===== src/rtl/bank_response_merger.sv =====
// Merges read responses from NB word-interleaved banks into one valid/ready stream,
// rebuilding global addresses as {local_addr, bank} behind per-bank FIFOs and a round-robin arbiter.

module bank_rsp_fifo #(
  parameter int W     = 26,
  parameter int DEPTH = 2
) (
  input  logic         clk,
  input  logic         rst,
  input  logic         push,
  input  logic [W-1:0] din,
  input  logic         pop,
  output logic         ready,
  output logic         nonempty,
  output logic [W-1:0] dout
);
  localparam int PW = (DEPTH > 1) ? $clog2(DEPTH) : 1;
  localparam int CW = $clog2(DEPTH + 1);

  logic [DEPTH-1:0][W-1:0] mem;
  logic [PW-1:0]           wr_ptr, rd_ptr;
  logic [CW-1:0]           cnt;

  function automatic logic [PW-1:0] nxt(input logic [PW-1:0] p);
    return (p == PW'(DEPTH - 1)) ? '0 : p + PW'(1);
  endfunction

  assign ready    = (cnt != CW'(DEPTH));
  assign nonempty = (cnt != '0);
  assign dout     = mem[rd_ptr];

  always_ff @(posedge clk) begin
    if (push) mem[wr_ptr] <= din;
  end

  always_ff @(posedge clk) begin
    if (rst) begin
      wr_ptr <= '0;
      rd_ptr <= '0;
      cnt    <= '0;
    end else begin
      if (push) wr_ptr <= nxt(wr_ptr);
      if (pop)  rd_ptr <= nxt(rd_ptr);
      case ({push, pop})
        2'b10:   cnt <= cnt + CW'(1);
        2'b01:   cnt <= cnt - CW'(1);
        default: cnt <= cnt;
      endcase
    end
  end
endmodule

module bank_response_merger #(
  parameter int ADDR_W = 10,
  parameter int NB     = 4,
  parameter int DATA_W = 16,
  parameter int DEPTH  = 2,
  localparam int BANK_BITS = $clog2(NB)
) (
  input  logic                   clk,
  input  logic                   rst,
  input  logic [NB-1:0]          bank_rsp_valid,
  output logic [NB-1:0]          bank_rsp_ready,
  input  logic [NB*ADDR_W-1:0]   bank_rsp_local_addr,
  input  logic [NB*DATA_W-1:0]   bank_rsp_data,
  output logic                   out_valid,
  input  logic                   out_ready,
  output logic [ADDR_W-1:0]      out_global_addr,
  output logic [DATA_W-1:0]      out_data,
  output logic [BANK_BITS-1:0]   out_bank,
  output logic                   out_addr_err
);
  localparam int EW = ADDR_W + DATA_W;

  logic [NB-1:0]          push, pop, nonempty;
  logic [NB-1:0][EW-1:0]  head;
  logic [BANK_BITS-1:0]   rr_ptr, grant, idx;
  logic                   found, load;
  logic [ADDR_W-1:0]      sel_addr;
  logic [DATA_W-1:0]      sel_data;

  genvar g;
  generate
    for (g = 0; g < NB; g++) begin : g_bank
      assign push[g] = bank_rsp_valid[g] && bank_rsp_ready[g];
      bank_rsp_fifo #(.W(EW), .DEPTH(DEPTH)) u_fifo (
        .clk      (clk),
        .rst      (rst),
        .push     (push[g]),
        .din      ({bank_rsp_local_addr[g*ADDR_W +: ADDR_W], bank_rsp_data[g*DATA_W +: DATA_W]}),
        .pop      (pop[g]),
        .ready    (bank_rsp_ready[g]),
        .nonempty (nonempty[g]),
        .dout     (head[g])
      );
    end
  endgenerate

  // First non-empty bank at or after rr_ptr; index arithmetic wraps since NB is a power of two.
  always_comb begin
    found = 1'b0;
    grant = rr_ptr;
    idx   = '0;
    for (int i = 0; i < NB; i++) begin
      idx = rr_ptr + BANK_BITS'(i);
      if (!found && nonempty[idx]) begin
        found = 1'b1;
        grant = idx;
      end
    end
  end

  assign load     = !out_valid || out_ready;
  assign pop      = (load && found) ? (NB'(1) << grant) : '0;
  assign sel_addr = head[grant][DATA_W +: ADDR_W];
  assign sel_data = head[grant][DATA_W-1:0];

  always_ff @(posedge clk) begin
    if (rst) begin
      rr_ptr          <= '0;
      out_valid       <= 1'b0;
      out_global_addr <= '0;
      out_data        <= '0;
      out_bank        <= '0;
      out_addr_err    <= 1'b0;
    end else if (load) begin
      out_valid <= found;
      if (found) begin
        out_global_addr <= {sel_addr[ADDR_W-BANK_BITS-1:0], grant};
        out_data        <= sel_data;
        out_bank        <= grant;
        out_addr_err    <= |sel_addr[ADDR_W-1 -: BANK_BITS];
        rr_ptr          <= grant + BANK_BITS'(1);
      end
    end
  end
endmodule


===== config.mk =====
export PLATFORM = sky130hd
export DESIGN_NAME = bank_response_merger
export DESIGN_NICKNAME = d
export VERILOG_FILES = /design/src/rtl/bank_response_merger.sv
export SDC_FILE = /design/constraint.sdc
export NUM_CORES = 1
export LEC_CHECK = 0
export ABC_AREA = 1
export BUFFER_PORTS_ARGS = -buffer_cell sky130_fd_sc_hd__buf_4
export CAP_MARGIN = 5
export CORE_MARGIN = 10
export CORE_UTILIZATION = 52
export CTS_BUF_LIST = sky130_fd_sc_hd__clkbuf_16
export DETAILED_ROUTE_END_ITERATION = 12
export PLACE_DENSITY_LB_ADDON = 0.25
export SYNTH_ARGS = -nofsm -noshare
export SYNTH_HDL_FRONTEND = slang
export SYNTH_SLANG_ARGS = --single-unit

===== constraint.sdc =====
create_clock -name clk -period 2.19 [get_ports clk]
set_input_delay 0.219 -clock clk [delete_from_list [all_inputs] [get_ports clk]]
set_output_delay 0.219 -clock clk [all_outputs]
set_load 0.01 [all_outputs]

# Yosys cells after proc, flatten, opt, wreduce, memory -nomap -nowiden

Index checks and enable logic that the tools add are counted.
Widths: inputs -> output; s select.

Add/subtract/negate cells: 20
$mul: 0
Div/mod/pow operators: 0
Order comparisons: 17
Equal/unequal tests: 12
Shift-type cells: 1
Muxes and demuxes: 50
Bitwise gates (word level): 0
Reduce and logical (&&, ||, !) cells: 27

Operators with widths:

| cell                | number |
|---|---|
| $mux 26             | 13 |
| $bwmux 52           | 4 |
| $demux 26 s1        | 4 |
| $bmux 26 s2         | 1 |
| $lt 1x2->1 const B  | 8 |
| $mux 1              | 16 |
| $pmux 2 s2          | 4 |
| $reduce_bool 2->1   | 8 |
| $lt 2x3->1 const B  | 5 |
| $add 2x1->2 const B | 6 |
| $logic_and 1x1->1   | 12 |
| $add 1x1->1 const B | 8 |
| $bmux 1 s2          | 4 |
| $eq 2x1->1 const B  | 4 |
| $eq 2x2->1 const B  | 4 |
| $ne 2x2->1 const B  | 4 |
| $sub 2x1->2 const B | 4 |
| $mux 2              | 3 |
| $add 2x2->2 const B | 2 |
| $ge 1x1->1 const B  | 4 |
| $logic_not 1->1     | 4 |
| $mux 4              | 1 |
| $shl 1x2->4 const A | 1 |
| $reduce_and 2->1    | 1 |
| other kinds (2)     | 2 |

Flip-flop bits (word level): 256
Latch bits: 0
Bits in writable memories: 0
Memory bits (read-only): 0
Input port bits: 111
Logic and storage cells: 153
Memories kept: 0

# Logic depth before layout (Yosys ltp)

Gate-level depths: netlist of run 1.

Word-level depth: 17
Gate-level depth with buffers: 19

# Hierarchy

Synthesis of run 1 repeated with hierarchy kept, for this count alone.

Cell total of the unflattened synthesis: 953
Area, all modules: 11463.5 µm²

By module, submodules not included:

| module               | times used | cells an instance | area each (µm²) |
|---|---|---|---|
| bank_rsp_fifo        | 4          | 111               | 2177.1 |
| bank_response_merger | 1          | 509               | 2755.1 |

# Worst setup path before layout of run 1

Ideal clock, no wire load.

Path type: flip-flop to flip-flop
From: register rr_ptr[0]
To: register g_bank[0].u_fifo.cnt[1]
Library setup time: 0.132 ns
Arrival: 2.143 ns
Required time: 2.058 ns
Setup slack: -0.085 ns
Stages on the path, launching flop included: 18
Buffers on the path: 2
Clock period less this slack: 2.275 ns
Path through: dfxtp_1 -> buf_6 -> inv_6 -> nand2_2 -> nand2_4 -> nand3_1 -> o21ai_4 -> inv_1 -> nand3_1 -> nand2_4 -> buf_6 -> nor2_1 -> nand2_1 -> inv_1 -> ha_1 -> nor2_1 -> and3_1 -> nor3_1

Cells in the longest elaborated chain, start to end: 16

Ends and longest elaborated chain:

| item                                                 | RTL line | source |
|---|---|---|
| from (decl)                                          | 77       | `logic [BANK_BITS-1:0] rr_ptr, grant, idx;` |
| from (signal assigned)                               | 133      | `rr_ptr <= grant + BANK_BITS'(1);` |
| branches (longest 13 deep; another with $add 2x1->2) | n/a      |  |
| $mux 4 *                                             | 114      | `assign pop = (load && found) ? (NB'(1) << grant) : '0;` |
| named net g_bank[0].u_fifo.pop                       | 12       | `input logic pop,` |
| $eq 2x1->1 or $eq 2x2->1 (tied branches)             | 44       | `case ({push, pop})` |
| $pmux 2 s2 or $reduce_bool 2->1 (tied branches)      | n/a      |  |
| to (signal assigned)                                 | 45       | `2'b10: cnt <= cnt + CW'(1);` |
| to (signal assigned)                                 | 46       | `2'b01: cnt <= cnt - CW'(1);` |
| to (signal assigned)                                 | 47       | `default: cnt <= cnt;` |
| to (decl)                                            | 22       | `logic [CW-1:0] cnt;` |

Mark *: on every way through the listed nets, which the timed path passes. The select of a mux whose other input is x is not followed.
A chain may end at the register's enable or synchronous reset.

# Worst setup path in the final report of run 1

From: register rr_ptr[1]
To: register g_bank[1].u_fifo.cnt[1]

Cells in the longest elaborated chain, start to end: 16

Ends and longest elaborated chain:

| item                                                 | RTL line |
|---|---|
| branches (longest 13 deep; another with $add 2x1->2) | n/a |
| $mux 4 *                                             | 114 |
| named net g_bank[1].u_fifo.pop                       | 12 |
| $eq 2x1->1 or $eq 2x2->1 (tied branches)             | 44 |
| $pmux 2 s2 or $reduce_bool 2->1 (tied branches)      | n/a |
| to (signal assigned)                                 | 45 |
| to (signal assigned)                                 | 46 |
| to (signal assigned)                                 | 47 |
| to (decl)                                            | 22 |

Marked as above.

==> results of run 1 <==
-- cell usage after synthesis, drive strengths merged --
library cell / n
clkbuf: 26
clkinv: 5
o31ai: 2
nand3: 120
nor2: 33
or3: 2
nand4: 2
edfxtp: 208
o21ai: 16
ha: 4
a21oi: 14
a211oi: 1
nor3: 7
inv: 48
and3: 3
buf: 26
nand2: 535
dfxtp: 46
-- power by group through the flow --
stage	registers (mW)	logic [mW]	clock network, mW
floorplan	6.43	7.08	0
global placement	6.43	10.5	0
detailed placement	6.46	10.7	0
CTS	6.38	11.6	4.13
global route	6.46	14.0	4.36
finish	6.41	12.8	4.09
-- metal layers --
metal | global-route usage | vias up | routed length [µm]
li1 | - | 4240 | -
met1 | 0.2871 | 4160 | 12480
met2 | 0.3659 | 332 | 15070
met3 | 0.04232 | 59 | 2380
met4 | 0.06804 | 0 | 836
met5 | 0 | - | 0
-- cells by family (layout without fill, tap and decap cells) --
group	after synthesis	count (layout)	synth area share
AND/OR/NAND/NOR	702	703	0.2744
AO/OA/AOI/OAI	33	33	0.01687
other	0	1	0
buffers and inverters	105	436	0.04693
adder cells (fa/ha/maj)	4	4	0.004589
flip-flops	254	254	0.6572
-- worst max-delay path, cell delays in order (launching register included) --
cell and delay (ns):
dfxtp_4 0.36, buf_4 0.16, nand2_2 0.06, nand2_2 0.08
nand3_4 0.09, nand2_8 0.09, nor2_8 0.12, nand3_4 0.11
buf_6 0.15, nand2_4 0.07, nand2_4 0.09, nor2_4 0.10
nand2_2 0.06, inv_2 0.07, ha_4 0.21, nor2_4 0.09
and3_4 0.18, nor3_2 0.04
-- state kept, by name, summed over array words and instances (netlist names) --
register              count
g_bank.u_fifo.mem       208
out_data                 16
out_global_addr          10
g_bank.u_fifo.cnt         8
g_bank.u_fifo.rd_ptr      4
g_bank.u_fifo.wr_ptr      4
rr_ptr                    2
out_addr_err              1
out_valid                 1
-- path summary, 6_finish.rpt --
path,start,end,slack (ns),cells past startpoint
worst min register to register,g_bank[1].u_fifo.cnt[0],g_bank[1].u_fifo.cnt[0],0.56,2
worst max-delay path,rr_ptr[1],g_bank[1].u_fifo.cnt[1],-0.06,17
worst max register to register,rr_ptr[1],g_bank[1].u_fifo.cnt[1],-0.06,17
worst min-delay path,rst,rr_ptr[1],-0.03,2
-- per-stage QoR --
step	total power, mW	util	area [µm²]	std cells	setup WS [ns]
2_1_floorplan	13.50	-	10960	1098	-0.05408
6_report	23.34	0.7355	15030	1701	-0.05855
5_1_grt	24.81	0.7355	15030	1701	-0.1734
3_5_place_dp	17.14	0.6197	12660	1529	-0.1582
4_1_cts	22.09	0.7214	14740	1694	0
3_3_place_gp	16.95	0.6197	12660	1529	-0.08888
-- final cells by class --
| cell class | instances | area [µm²] | share of cell area |
|---|---|---|---|
| repair buffers | 337 | 2935 | 0.1954 |
| inverters | 53 | 211.5 | 0.01407 |
| diodes | 1 | 2.502 | 0.0001665 |
| well taps | 270 | 337.8 | 0.02248 |
| clock buffers | 27 | 675.6 | 0.04497 |
| multi-input cells | 740 | 3571 | 0.2377 |
| flip-flops and latches | 254 | 7178 | 0.4777 |
| clock inverters | 19 | 113.9 | 0.007578 |
-- timing repair --
item                                    4_1_cts  5_1_grt
endpoints found under the setup margin       25       36
cloned                                        0        1
resized for setup                            29       61
pin swaps                                    16       18
endpoints found under the hold margin       217        5
setup buffers                                11        7
==> results_dict.tcl, run 1 <==
set metrics [dict create \
    status "finished, violations left" \
    violations "hold timing, setup timing" \
    dr.pass1.iters 5 \
    layout_min_cycle_time_ns 2.249 \
    yosys.area.top_type "edfxtp_1" \
    worst_slack_ns -0.05855 \
    clkLatencyLatePin_ns 0.52 \
    required_ns 2.60 \
    grt_max_degree 30 \
    fill_cells 1372 \
    num_rows 52 \
    syn_inst 1098 \
    p_clk_frac 0.175 \
    postRouteAntennaNets 0 \
    fmax_ghz 0.4447 \
    power.net_switching_mw 9.797 \
    antenna_found_initial 1 \
    wire_per_inst_um 18.09 \
    tns_ns -0.1106 \
    globalRouteTotalUtil 0.2204 \
    power_density_nw_per_um2 1553 \
    timing.hold.ws_ns -0.02985 \
    worst_pin_slew_ns 0.9109 \
    totalWireLength_mm 30.76 \
    crit_type "flip-flop to flip-flop" \
    gp_congestion 0.9031 \
    grt.overflow.total 0 \
    dieHeight_um 164.8 \
    finalSetupViolCount 4 \
    clk_path_buf_depth 3 \
    grt_pass1_wl_mm 46.62 \
    crit_fanout 6 \
    synth_seq_area_share 0.6572 \
    cts_tree "done" \
    htree_levels 1 \
    min_path_type "input port to flip-flop" \
    clkTransAtPathRegs_ns 0.06 \
    via_per_inst 5.168 \
    num_vias 8791 \
    netlist.area_leader.share 0.5727 \
    pwr-share-comb 0.550 \
    layout_commonest_cell "nand2_1" \
    rsz0062_at_grt "yes" \
    timing.slew.headroom 0.3890 \
    root_buffer "clkbuf_16" \
    pwr-share-seq 0.275 \
    initial_core_util 0.5338 \
    syn_area_um2 10910 \
    yosysWarnings 0 \
    skew_ns 0.008137 \
    avgSynthCellArea_um2 9.932 \
    worstSetupEndpointType "flip-flop" \
    drive_above_1_share 0.2503 \
    cp.arrival_ns 2.66 \
    ioPinCount 145 \
    hold_viol 5 \
    fin_nets 1528 \
    yosys_register_bits 254 \
    p_leak_nw 6.658 \
    dr.first_iter.drc_count 754 \
    first_global_vias 8696 \
    area_growth_pct 37.78 \
    portBuffers 144 \
    drc 0 \
    cts_buffers 27 \
    peakVddDrop_v 0.001183 \
    hold_buffers 108 \
    core_area_um2 20430 \
    die_area_um2 27160 \
    intPower_mw 13.54 \
    ys_top_cells_by_area "edfxtp_1 (57%), nand2_1 (18%), dfxtp_1 (8.4%)" \
    critPathLaunchType "flip-flop" \
    final_cell_mix "nand2_1 (499), buf_4 (209), edfxtp_1 (208)" \
    synth_nets 1213 \
    die_w_um 164.8 \
    swShare 0.4198 \
    dpl.hpwl_mm 19.66 \
    period_share 1.027 \
    cap_viol_max_count 0 \
    ys_types 33 \
    cts.sinks 254 \
    drv_slew 0 \
]
(Power assumes the default switching activity.)
==> run 2: changes to the inputs <==
ABC_AREA = not set   (was 1)
CORE_ASPECT_RATIO = 1.4   (was not set)
CORE_UTILIZATION = 51   (was 52)
==> run 2 against run 1 <==
The run ends with setup timing left. Combinational power decreased by 35%. Non-clock buffer count down 10. Via count decreased by 26%. Register-to-register slack lost 0.07 ns. Sequential share of layout area grew 3.6 points. Synthesized cell count shrank 42%. Clock-buffer cell count down 2. First-iteration DRC count shrank 57%. Power shrank 19%. Worst setup slack worse by 0.066 ns. Critical endpoint is now out_data[5]. Largest power group unchanged. Highest routed layer unchanged.
==> results_dict.tcl, run 2 <==
set metrics [dict create \
    synth.most_common_cell "edfxtp_1" \
    cts.sinks 254 \
    cp_slowest_cell "or4_4" \
    crit_type "flip-flop to flip-flop" \
    p_leak_nw 5.102 \
    first_global_vias 6905 \
    num_vias 6485 \
    clk_path_buf_depth 3 \
    clkLatencyLatePin_ns 0.52 \
    fin_nets 1060 \
    worstSetupEndpointType "flip-flop" \
    ys_top_cells_by_area "edfxtp_1 (62%), dfxtp_1 (9.2%), mux2i_1 (4.8%)" \
    syn_area_um2 10030 \
    fmax_ghz 0.4321 \
    htree_levels 1 \
    finalSetupViolCount 27 \
    final_cell_mix "buf_4 (210), edfxtp_1 (208), dlygate4sd3_1 (104)" \
    dr.pass1.iters 5 \
    via_per_inst 5.351 \
    timing.slew.headroom 0.5776 \
    crit_chain "or4_4, a31oi_4, a21oi_4, buf_12, buf_12, a211oi_2, a2111oi_4, a221o_1" \
    clkTransAtPathRegs_ns 0.06 \
    grt_max_degree 51 \
    peakVddDrop_v 0.0008353 \
    wire_per_inst_um 19.96 \
    yosys-top-cells-count "edfxtp_1 (208), mux2i_1 (48), nor2b_1 (47)" \
    critical-path-top-delay-family "compound AO/OA/AOI/OAI gates" \
    status "finished, violations left" \
    portBuffers 144 \
    die_area_um2 25750 \
    cp.arrival_ns 2.71 \
    path_buf_inv 2 \
    dieHeight_um 185.9 \
    die_w_um 138.5 \
    rr_worst_depth 8 \
    drv_slew 0 \
    yosys.area.top_type "edfxtp_1" \
    largest_register_ffs 208 \
    num_rows 60 \
    cts_buffers 24 \
    postRouteAntennaNets 0 \
    gp_congestion 0.8548 \
    worst_slack_ns -0.1243 \
    yosys_register_bits 254 \
    critPathMaxStageDelay_ns 0.57 \
    hold_viol 0 \
    root_buffer "clkbuf_16" \
    synth_edf_count 208 \
    yosysWarnings 0 \
    crit_fanout 22 \
    synth_nets 754 \
    initial_core_util 0.5198 \
    r2r_start "g_bank[1].u_fifo.cnt[0]" \
    cap_viol_max_count 0 \
    avgSynthCellArea_um2 15.69 \
    rsz0062_at_grt "yes" \
    async_flop_share 0 \
    period_share 1.057 \
    hold_start "rst" \
    rr_endpoint "out_data[5]" \
    syn_inst 639 \
    dpl.hpwl_mm 16.54 \
    totalWireLength_mm 24.19 \
    power_density_nw_per_um2 1359 \
    drc 0 \
    ys_types 46 \
    netlist.area_leader.share 0.6228 \
    min_path_cells 2 \
    critPathLaunchType "flip-flop" \
    fill_cells 1200 \
    core_area_um2 19290 \
    min_path_type "input port to flip-flop" \
    cts_tree "done" \
    largest_register "g_bank.u_fifo.mem" \
    violations "setup timing" \
    r2r_slack_ns -0.12 \
    skew_ns 0.01719 \
    ioPinCount 145 \
    dr.first_iter.drc_count 321 \
    synthFlopType "edfxtp_1" \
    p_total_mw 18.98 \
    grt_pass1_wl_mm 37.64 \
    globalRouteTotalUtil 0.1804 \
    drive_above_1_share 0.3406 \
    grt.overflow.total 0 \
    min_to "g_bank[3].u_fifo.wr_ptr" \
    synth_seq_area_share 0.7147 \
    dp_slack_ns -0.3979 \
    antenna_found_initial 1 \
    worst_pin_slew_ns 0.6336 \
    layout_commonest_cell "buf_4" \
    layout_min_cycle_time_ns 2.314 \
    area_growth_pct 39.30 \
    required_ns 2.59 \
    cpMostUsedCell "buf_12" \
    reg.largest.list "g_bank.u_fifo.mem: 208 flops, out_data: 16 flops, out_global_addr: 10 flops" \
]
[run 2: cell types whose count changed in the layout (fill, tap and decap cells not counted), sizes merged, moves of 10 or more]
| cell | previous run | this run |
|---|---|---|
| mux2i | 0 | 48 |
| nand3 | 120 | 2 |
| a2111oi | 0 | 23 |
| o21ai | 16 | 6 |
| a221o | 0 | 23 |
| nand2 | 535 | 8 |
| xor2 | 0 | 10 |
| a21oi | 14 | 33 |
| nor2b | 0 | 47 |
| inv | 55 | 12 |
| a211oi | 1 | 51 |
[run 2: how the worst max path moves through the flow]
stage,slack [ns],cells past startpoint,endpoint,from
floorplan,-0.11,8,g_bank[2].u_fifo.cnt[1],g_bank[3].u_fifo.cnt[1]
global placement,-0.35,9,out_global_addr[8],g_bank[2].u_fifo.cnt[0]
detailed placement,-0.40,9,out_global_addr[8],g_bank[2].u_fifo.cnt[0]
CTS,-0.11,9,g_bank[0].u_fifo.cnt[1],g_bank[1].u_fifo.cnt[0]
global route,-0.19,8,out_data[5],g_bank[1].u_fifo.cnt[0]
finish,-0.12,8,out_data[5],g_bank[1].u_fifo.cnt[0]
[run 2: report_power, final]
part           switching (mW)  internal (mW)
clock                    1.67           2.29
sequential              0.404           6.23
combinational            4.42           3.96
[run 2: final cells by class]
| class | count | area (µm²) | area share |
|---|---|---|---|
| antenna | 1 | 2.502 | 0.0001791 |
| clock buffer | 25 | 625.6 | 0.04478 |
| clock inverter | 19 | 130.1 | 0.009315 |
| inverter | 3 | 11.26 | 0.0008061 |
| multi-input combinational | 335 | 2846 | 0.2038 |
| sequential | 254 | 7174 | 0.5136 |
| tap | 248 | 310.3 | 0.02221 |
| timing repair buffer | 327 | 2869 | 0.2054 |
[run 2: cells by family after synthesis]
logic type	share of synthesized area
AND/OR/NAND/NOR	0.06438
flip-flops	0.7147
adder cells (fa/ha/maj)	0.004991
AO/OA/AOI/OAI	0.1244
multiplexers	0.05016
XOR/XNOR	0.01485
buffers and inverters	0.02657
[run 2: worst register-to-register path, stage by stage, from the launching register on]
cell       delay [ns]
dfxtp_2          0.32
or4_4            0.57
a31oi_4          0.20
a21oi_4          0.09
buf_12           0.18
buf_12           0.18
a211oi_2         0.30
a2111oi_4        0.10
a221o_1          0.27
[run 2: metrics by stage]
step	TNS [ns]	util	cell area (µm²)	std cells	hold WS, ns
after floorplan	-0.3969	-	10100	639	0.2911
after global placement	-2.168	0.6184	11930	1058	0.4040
after detailed placement	-2.857	0.6184	11930	1058	0.4064
after CTS	-1.565	0.7184	13860	1209	0.06276
after global routing	-3.839	0.7241	13970	1212	0.08122
final	-1.682	0.7241	13970	1212	0.07247
[run 2: repair_timing]
item	4_1_cts	5_1_grt
gates resized for setup	30	14
pin swaps	7	7
setup buffers	3	2
hold buffers	104	0
endpoints found under the hold margin	208	0
setup endpoints to repair	28	31
[run 2: layer usage]
metal / track usage / routed length [µm] / vias to the layer above
li1: - / - / 3119
met1: 0.2165 / 9728 / 3145
met2: 0.3221 / 12560 / 176
met3: 0.03111 / 1270 / 45
met4: 0.05959 / 635 / 0
met5: 0 / 0 / -
